===== config.mk =====
export PLATFORM = sky130hd
export DESIGN_NAME = ip_block_loader_flat
export DESIGN_NICKNAME = d
export VERILOG_FILES = /design/src/rtl/ip_block_loader_pkg.sv /design/src/rtl/ip_block_loader_if.sv /design/src/rtl/ip_block_loader_init_permutation.sv /design/src/rtl/ip_block_loader.sv /design/src/flat_wrapper.sv
export SDC_FILE = /design/constraint.sdc
export NUM_CORES = 1
export LEC_CHECK = 0
export CAP_MARGIN = 10
export CORE_MARGIN = 2
export CORE_UTILIZATION = 38
export DETAILED_ROUTE_END_ITERATION = 8
export PLACE_DENSITY_LB_ADDON = 0.1
export SLEW_MARGIN = 10
export SYNTH_ARGS = -nofsm -noshare
export SYNTH_HDL_FRONTEND = slang
export SYNTH_SLANG_ARGS = --single-unit

===== constraint.sdc =====
create_clock -name clk -period 2.5 [get_ports clk]
set_input_delay 0.5 -clock clk [delete_from_list [all_inputs] [get_ports clk]]
set_output_delay 0.5 -clock clk [all_outputs]
set_load 0.05 [all_outputs]

===== src/rtl/ip_block_loader_pkg.sv =====
// rtl/ip_block_loader_pkg.sv - shared constants for the DES front-end block loader
//
// Purpose: DES block width, FSM state encodings, the initial permutation
//   table (IP) and its inverse (IP_INV, used by the back-end final
//   permutation), plus sizing helpers.
// Ports: none (package).

package ip_block_loader_pkg;

  localparam int BLOCK_W = 64;

  // FSM state encodings
  localparam logic [0:0] ST_FILL = 1'b0;
  localparam logic [0:0] ST_HOLD = 1'b1;

  // Entry i is the 1-based DES input bit that becomes output bit i+1.
  localparam int IP_TABLE [0:BLOCK_W-1] = '{
    58, 50, 42, 34, 26, 18, 10,  2,
    60, 52, 44, 36, 28, 20, 12,  4,
    62, 54, 46, 38, 30, 22, 14,  6,
    64, 56, 48, 40, 32, 24, 16,  8,
    57, 49, 41, 33, 25, 17,  9,  1,
    59, 51, 43, 35, 27, 19, 11,  3,
    61, 53, 45, 37, 29, 21, 13,  5,
    63, 55, 47, 39, 31, 23, 15,  7
  };

  localparam int IP_INV_TABLE [0:BLOCK_W-1] = '{
    40,  8, 48, 16, 56, 24, 64, 32,
    39,  7, 47, 15, 55, 23, 63, 31,
    38,  6, 46, 14, 54, 22, 62, 30,
    37,  5, 45, 13, 53, 21, 61, 29,
    36,  4, 44, 12, 52, 20, 60, 28,
    35,  3, 43, 11, 51, 19, 59, 27,
    34,  2, 42, 10, 50, 18, 58, 26,
    33,  1, 41,  9, 49, 17, 57, 25
  };

  // Number of IN_W-bit beats per 64-bit block.
  function automatic int beats(input int in_w);
    return BLOCK_W / in_w;
  endfunction

  // Beat counter width: clog2(n), never below one bit.
  function automatic int cnt_width(input int n);
    return (n <= 1) ? 1 : $clog2(n);
  endfunction

endpackage


===== src/rtl/ip_block_loader_if.sv =====
// rtl/ip_block_loader_if.sv - beat input stream and permuted-block output handshake
//
// Purpose: bundles the loader's input beat stream and output block handshake.
// Signals:
//   in_data/in_sob/in_valid  -> loader   input beat, start-of-block, valid
//   in_ready                 <- loader   loader can accept a beat
//   ip_block/out_valid       <- loader   IP(block) and its valid
//   out_ready                -> loader   round logic accepts ip_block
//   sob_err                  <- loader   one-cycle pulse on partial-block discard
// Modports: master = beat source / round logic side, slave = loader.

interface ip_block_loader_if #(
  parameter int IN_W = 8
);
  import ip_block_loader_pkg::*;

  logic [IN_W-1:0]    in_data;
  logic               in_sob;
  logic               in_valid;
  logic               in_ready;
  logic [BLOCK_W-1:0] ip_block;
  logic               out_valid;
  logic               out_ready;
  logic               sob_err;

  modport master (
    output in_data, in_sob, in_valid, out_ready,
    input  in_ready, ip_block, out_valid, sob_err
  );

  modport slave (
    input  in_data, in_sob, in_valid, out_ready,
    output in_ready, ip_block, out_valid, sob_err
  );

endinterface


===== src/rtl/ip_block_loader_init_permutation.sv =====
// rtl/ip_block_loader_init_permutation.sv - combinational DES initial permutation
//
// Purpose: pure wiring, perm_o[i] = block_i[IP[i]-1], where index 0 is DES bit 1.
// Ports:
//   block_i  in   64  assembled block, bit 0 = DES bit 1
//   perm_o   out  64  IP(block), bit i = IP-output bit i+1

module ip_block_loader_init_permutation
  import ip_block_loader_pkg::*;
(
  input  logic [BLOCK_W-1:0] block_i,
  output logic [BLOCK_W-1:0] perm_o
);

  for (genvar i = 0; i < BLOCK_W; i++) begin : g_ip
    assign perm_o[i] = block_i[IP_TABLE[i] - 1];
  end

endmodule


===== src/rtl/ip_block_loader.sv =====
// rtl/ip_block_loader.sv - assembles a 64-bit DES block from beats and presents IP(block)
//
// Purpose: collects BEATS = 64/IN_W beats into an assembly register, then
//   holds IP(assembly) with out_valid until the round logic takes it.
//   IN_W must be one of 8, 16, 32, 64.
// Ports:
//   clk  in  1   rising-edge clock
//   rst  in  1   synchronous reset, active-high
//   bus  slave modport of ip_block_loader_if (beat stream in, block handshake out)

module ip_block_loader
  import ip_block_loader_pkg::*;
#(
  parameter int IN_W = 8
) (
  input  logic                clk,
  input  logic                rst,
  ip_block_loader_if.slave    bus
);

  localparam int BEATS = beats(IN_W);
  localparam int CNT_W = cnt_width(BEATS);
  localparam logic [CNT_W-1:0] LAST_CNT = CNT_W'(BEATS - 1);

  logic [0:0]         state_q, state_d;
  logic [CNT_W-1:0]   cnt_q, cnt_d;
  logic [BLOCK_W-1:0] asm_q, asm_d;
  logic               sob_err_q, sob_err_d;

  logic [IN_W-1:0]    beat_rev;
  logic               accept;
  logic               restart;
  logic [BLOCK_W-1:0] ip_w;

  // The MSB of each beat is the lowest-numbered DES bit, so reverse the beat
  // before dropping it into the assembly register.
  always_comb begin
    beat_rev = '0;
    for (int j = 0; j < IN_W; j++) begin
      beat_rev[j] = bus.in_data[IN_W-1-j];
    end
  end

  assign accept  = bus.in_valid && bus.in_ready;
  // sob on a non-first beat abandons the partial block
  assign restart = bus.in_sob && (cnt_q != '0);

  always_comb begin
    state_d   = state_q;
    cnt_d     = cnt_q;
    asm_d     = asm_q;
    sob_err_d = 1'b0;
    case (state_q)
      ST_FILL: begin
        if (accept) begin
          if (restart) begin
            asm_d            = '0;
            asm_d[0 +: IN_W] = beat_rev;
            cnt_d            = CNT_W'(1);
            sob_err_d        = 1'b1;
          end else begin
            asm_d[cnt_q*IN_W +: IN_W] = beat_rev;
            if (cnt_q == LAST_CNT) begin
              state_d = ST_HOLD;
            end else begin
              cnt_d = cnt_q + 1'b1;
            end
          end
        end
      end
      default: begin
        // in_ready is low here, so no beat can slip in on the exit cycle
        if (bus.out_ready) begin
          state_d = ST_FILL;
          cnt_d   = '0;
        end
      end
    endcase
  end

  always_ff @(posedge clk) begin
    if (rst) begin
      state_q   <= ST_FILL;
      cnt_q     <= '0;
      asm_q     <= '0;
      sob_err_q <= 1'b0;
    end else begin
      state_q   <= state_d;
      cnt_q     <= cnt_d;
      asm_q     <= asm_d;
      sob_err_q <= sob_err_d;
    end
  end

  // Permutation of a register that is frozen in HOLD, so ip_block is stable
  // for as long as out_valid is high.
  ip_block_loader_init_permutation u_ip (
    .block_i (asm_q),
    .perm_o  (ip_w)
  );

  assign bus.ip_block  = ip_w;
  assign bus.out_valid = (state_q == ST_HOLD);
  assign bus.in_ready  = (state_q == ST_FILL) && !rst;
  assign bus.sob_err   = sob_err_q;

endmodule

===== src/flat_wrapper.sv =====
// flat-port wrapper written by rule: the top's interface ports become plain ports
module ip_block_loader_flat import ip_block_loader_pkg::*;
#(
  parameter int IN_W = 8
)
  (clk, rst, bus_in_data, bus_in_sob, bus_in_valid, bus_out_ready, bus_in_ready, bus_ip_block, bus_out_valid, bus_sob_err);
  ip_block_loader_if #(.IN_W(IN_W)) bus_i ();
  input  logic clk;
  input  logic rst;
  input wire logic [$bits(bus_i.in_data)-1:0] bus_in_data;
  input wire logic [$bits(bus_i.in_sob)-1:0] bus_in_sob;
  input wire logic [$bits(bus_i.in_valid)-1:0] bus_in_valid;
  input wire logic [$bits(bus_i.out_ready)-1:0] bus_out_ready;
  output wire logic [$bits(bus_i.in_ready)-1:0] bus_in_ready;
  output wire logic [$bits(bus_i.ip_block)-1:0] bus_ip_block;
  output wire logic [$bits(bus_i.out_valid)-1:0] bus_out_valid;
  output wire logic [$bits(bus_i.sob_err)-1:0] bus_sob_err;
  assign bus_i.in_data = bus_in_data;
  assign bus_i.in_sob = bus_in_sob;
  assign bus_i.in_valid = bus_in_valid;
  assign bus_i.out_ready = bus_out_ready;
  assign bus_in_ready = bus_i.in_ready;
  assign bus_ip_block = bus_i.ip_block;
  assign bus_out_valid = bus_i.out_valid;
  assign bus_sob_err = bus_i.sob_err;
  ip_block_loader #(.IN_W(IN_W)) u_core (.clk(clk), .rst(rst), .bus(bus_i));
endmodule

==> impl_metrics.env <==
export IMPL_synth_edf_count=0
export IMPL_yosys_warnings=0
export IMPL_route_met2_wl_mm=3.511
export IMPL_arrival_ps=2510
export IMPL_syn_area_per_cell_um2=9.696
export IMPL_ir_drop_uv=292.0
export IMPL_cts_root_buf="clkbuf_8"
export IMPL_min_period_over_period_pct=89.41
export IMPL_n_antenna_cell=0
export IMPL_cts_buffers=9
export IMPL_p_leak_nw=1.452
export IMPL_worstPathMaxFanout=8
export IMPL_status="finished clean"
export IMPL_grt_ovfl_total=0
export IMPL_worstPathCellList="inv_1 > ha_1 > ha_1 > nor4b_1 > and2_1 > mux2_2 > nor2_1"
export IMPL_synth_area_mm2=0.002783
export IMPL_cts_hold_buffers=0
export IMPL_vias=2493
export IMPL_rsz0062_at_grt="no"
export IMPL_syn_inst=287
export IMPL_met3WireLength_um=507
export IMPL_post_route_min_period_ps=2235
export IMPL_power_density_mw_per_mm2=612.2
export IMPL_htreeDepth=3
export IMPL_clkPwrFrac_pct=42.7
export IMPL_clk_pin_slew_ps=80
export IMPL_viasPerCell=5.205
export IMPL_switching_share_pct=25.33
export IMPL_layout_nets=393
export IMPL_power_frac_seq_pct=45.4
export IMPL_routed_wl_mm=7.951
export IMPL_top_layer="met4"
export IMPL_wl_per_cell_um=16.60
export IMPL_gp_congestion=0.8423
export IMPL_grt_pass1_wl_mm=12.24
export IMPL_cts_sinks=69
export IMPL_final_area_mm2=0.004013
export IMPL_drc=0
export IMPL_wl_met1_mm=3.841
export IMPL_crit_path_end_kind="register"
export IMPL_max_stage_delay_ps=450
export IMPL_max_freq_ghz=0.4474
export IMPL_pin_count=80
export IMPL_place_ws_ps=174.4
export IMPL_fillerInstances=634
export IMPL_hold_viol=0
export IMPL_die_y_um=89.58
export IMPL_cp_required_ps=2780
export IMPL_cts_tree="yes"
export IMPL_finalSetupViolCount=0
export IMPL_ys_seq_area_share_pct=49.64
export IMPL_ys_types=43
export IMPL_ys_flop_type="dfxtp_1"
export IMPL_clock_latency_ps=330
export IMPL_area_delta_synth_final_pct=44.20
export IMPL_cap_violations=0
export IMPL_die_area_mm2=0.008024
export IMPL_async_flop_share_pct=0
export IMPL_cts_buffer_depth=2
export IMPL_slew_headroom_pct=58.06
export IMPL_portBuffers=79
export IMPL_post_dp_hpwl_mm=5.371
export IMPL_fin_setup_tns_ps=0
export IMPL_start_kind="register"
export IMPL_slew_violations=0
export IMPL_dpl_cell_area_mm2=0.003772
export IMPL_drt_initial_drc_count=167
export IMPL_setup_slack_ps=264.7
export IMPL_die_x_um=89.58
export IMPL_tightest_slew_ps=629.1
export IMPL_ys_seq_elements=69
export IMPL_cp_top_family="simple AND/OR/NAND/NOR gates"
export IMPL_grt_antenna_before_repair=0
export IMPL_final_common_cell="clkdlybuf4s50_1"
export IMPL_path_buf_inv=1
export IMPL_initial_core_util_pct=38.78
export IMPL_crit_path_frequent_cell="ha_1"
export IMPL_critPathKind="reg -> reg"
export IMPL_power_frac_comb_pct=11.9
export IMPL_final_cell_mix="clkdlybuf4s50_1 (78), dfxtp_1 (69), nor2_1 (37)"
export IMPL_design_core_area_mm2=0.007176
export IMPL_layout_drive_gt1_share_pct=13.42
export IMPL_ant_nets=0
export IMPL_row_count=31
export IMPL_firstDrtPassIters=5
export IMPL_skew_ps=5.104
export IMPL_grt_max_degree=22
export IMPL_crit_slowest_cell="nor4b_1"
export IMPL_intPower_mw=1.834
export IMPL_grt_pass1_vias=2298
export IMPL_min_path_type="reg -> reg"
export IMPL_p_sw_mw=0.6223
export IMPL_grt_usage_pct=20.73
export IMPL_syn_num_nets=305
## layout make-up
type                       instances  area (um2)  area share, %
timing repair buffer              98       943.4          23.51
multi-input combinational        188        1297          32.34
clock buffer                      11       151.4          3.773
tap                               99       123.9          3.087
inverter                           9       33.78         0.8419
clock inverter                     5       81.33          2.027
sequential                        69        1381          34.42
## cells by family after synthesis
family	count (synthesis)	synth area share, %
flip-flops	69	49.64
buffers and inverters	30	4.406
multiplexers	14	5.261
adder cells (fa/ha/maj)	5	2.248
AND/OR/NAND/NOR	88	17.49
AO/OA/AOI/OAI	81	20.95
## stage by stage
| step | power [mW] | hold slack [ps] | cells | utilization [%] |
|---|---|---|---|---|
| final | 2.456 | 476.8 | 479 | 55.92 |
| after detailed placement | 1.429 | 455.3 | 463 | 52.57 |
| after global placement | 1.429 | 457.0 | 463 | 52.57 |
| after CTS | 2.473 | 477.3 | 479 | 55.82 |
| after global routing | 2.559 | 493.7 | 479 | 55.92 |
| after floorplan | 1.315 | 535.0 | 287 | - |
## cells in the mapped netlist, types with 4 or more instances
master / number / area, um2
a22o_1: 26 / 227.7
and2_1: 9 / 56.30
a22oi_1: 13 / 97.59
mux2_2: 5 / 56.30
a21oi_1: 12 / 60.06
nand2_1: 8 / 30.03
buf_2: 7 / 35.03
inv_1: 9 / 33.78
nand3_1: 10 / 50.05
a32oi_1: 4 / 35.03
clkbuf_1: 11 / 41.29
ha_1: 5 / 62.56
nor2_1: 37 / 138.9
o21ai_0: 14 / 70.07
mux2i_1: 9 / 90.09
dfxtp_1: 69 / 1381
## routing by layer
metal,vias to the layer above,track usage (%)
met5,-,0
met1,1176,31.01
met3,6,5.484
li1,1228,-
met2,83,29.14
met4,0,6.106
## what timing repair did
item                                   4_1_cts  5_1_grt
buffers inserted                             0        0
resized for setup                            0        1
setup endpoints to repair                    0        7
endpoints found under the hold margin        0        0
## tightest hold or removal path, stage by stage, from the launching register on
cell and delay (ps):
dfxtp_1 310, o21ai_0 70, a21oi_1 60
## path summary, 6_finish.rpt
| path | startpoint | depth (start not counted) | slack [ps] | to |
|---|---|---|---|---|
| setup / recovery | u_core.cnt_q[1] | 7 | 260 | u_core.asm_q[40] |
| hold / removal | u_core.asm_q[5] | 2 | 480 | u_core.asm_q[5] |
| setup reg to reg | u_core.cnt_q[1] | 7 | 260 | u_core.asm_q[40] |
| hold reg to reg | u_core.asm_q[5] | 2 | 480 | u_core.asm_q[5] |
## power groups by stage
| stage | Clock [mW] | Combinational (mW) | Sequential (mW) |
|---|---|---|---|
| 4_1_cts | 1.07 | 0.291 | 1.11 |
| 5_1_grt | 1.12 | 0.319 | 1.12 |
| 6_report | 1.05 | 0.293 | 1.11 |
| 3_5_place_dp | 0 | 0.289 | 1.14 |
| 3_3_place_gp | 0 | 0.289 | 1.14 |
| 2_1_floorplan | 0 | 0.146 | 1.17 |
## sequential cells by signal, indices dropped and copies added (netlist names)
signal	cells
u_core.asm_q	64
u_core.cnt_q	3
u_core.bus.out_valid	1
u_core.bus.sob_err	1
No activity file was read; power rests on OpenSTA's default activity.
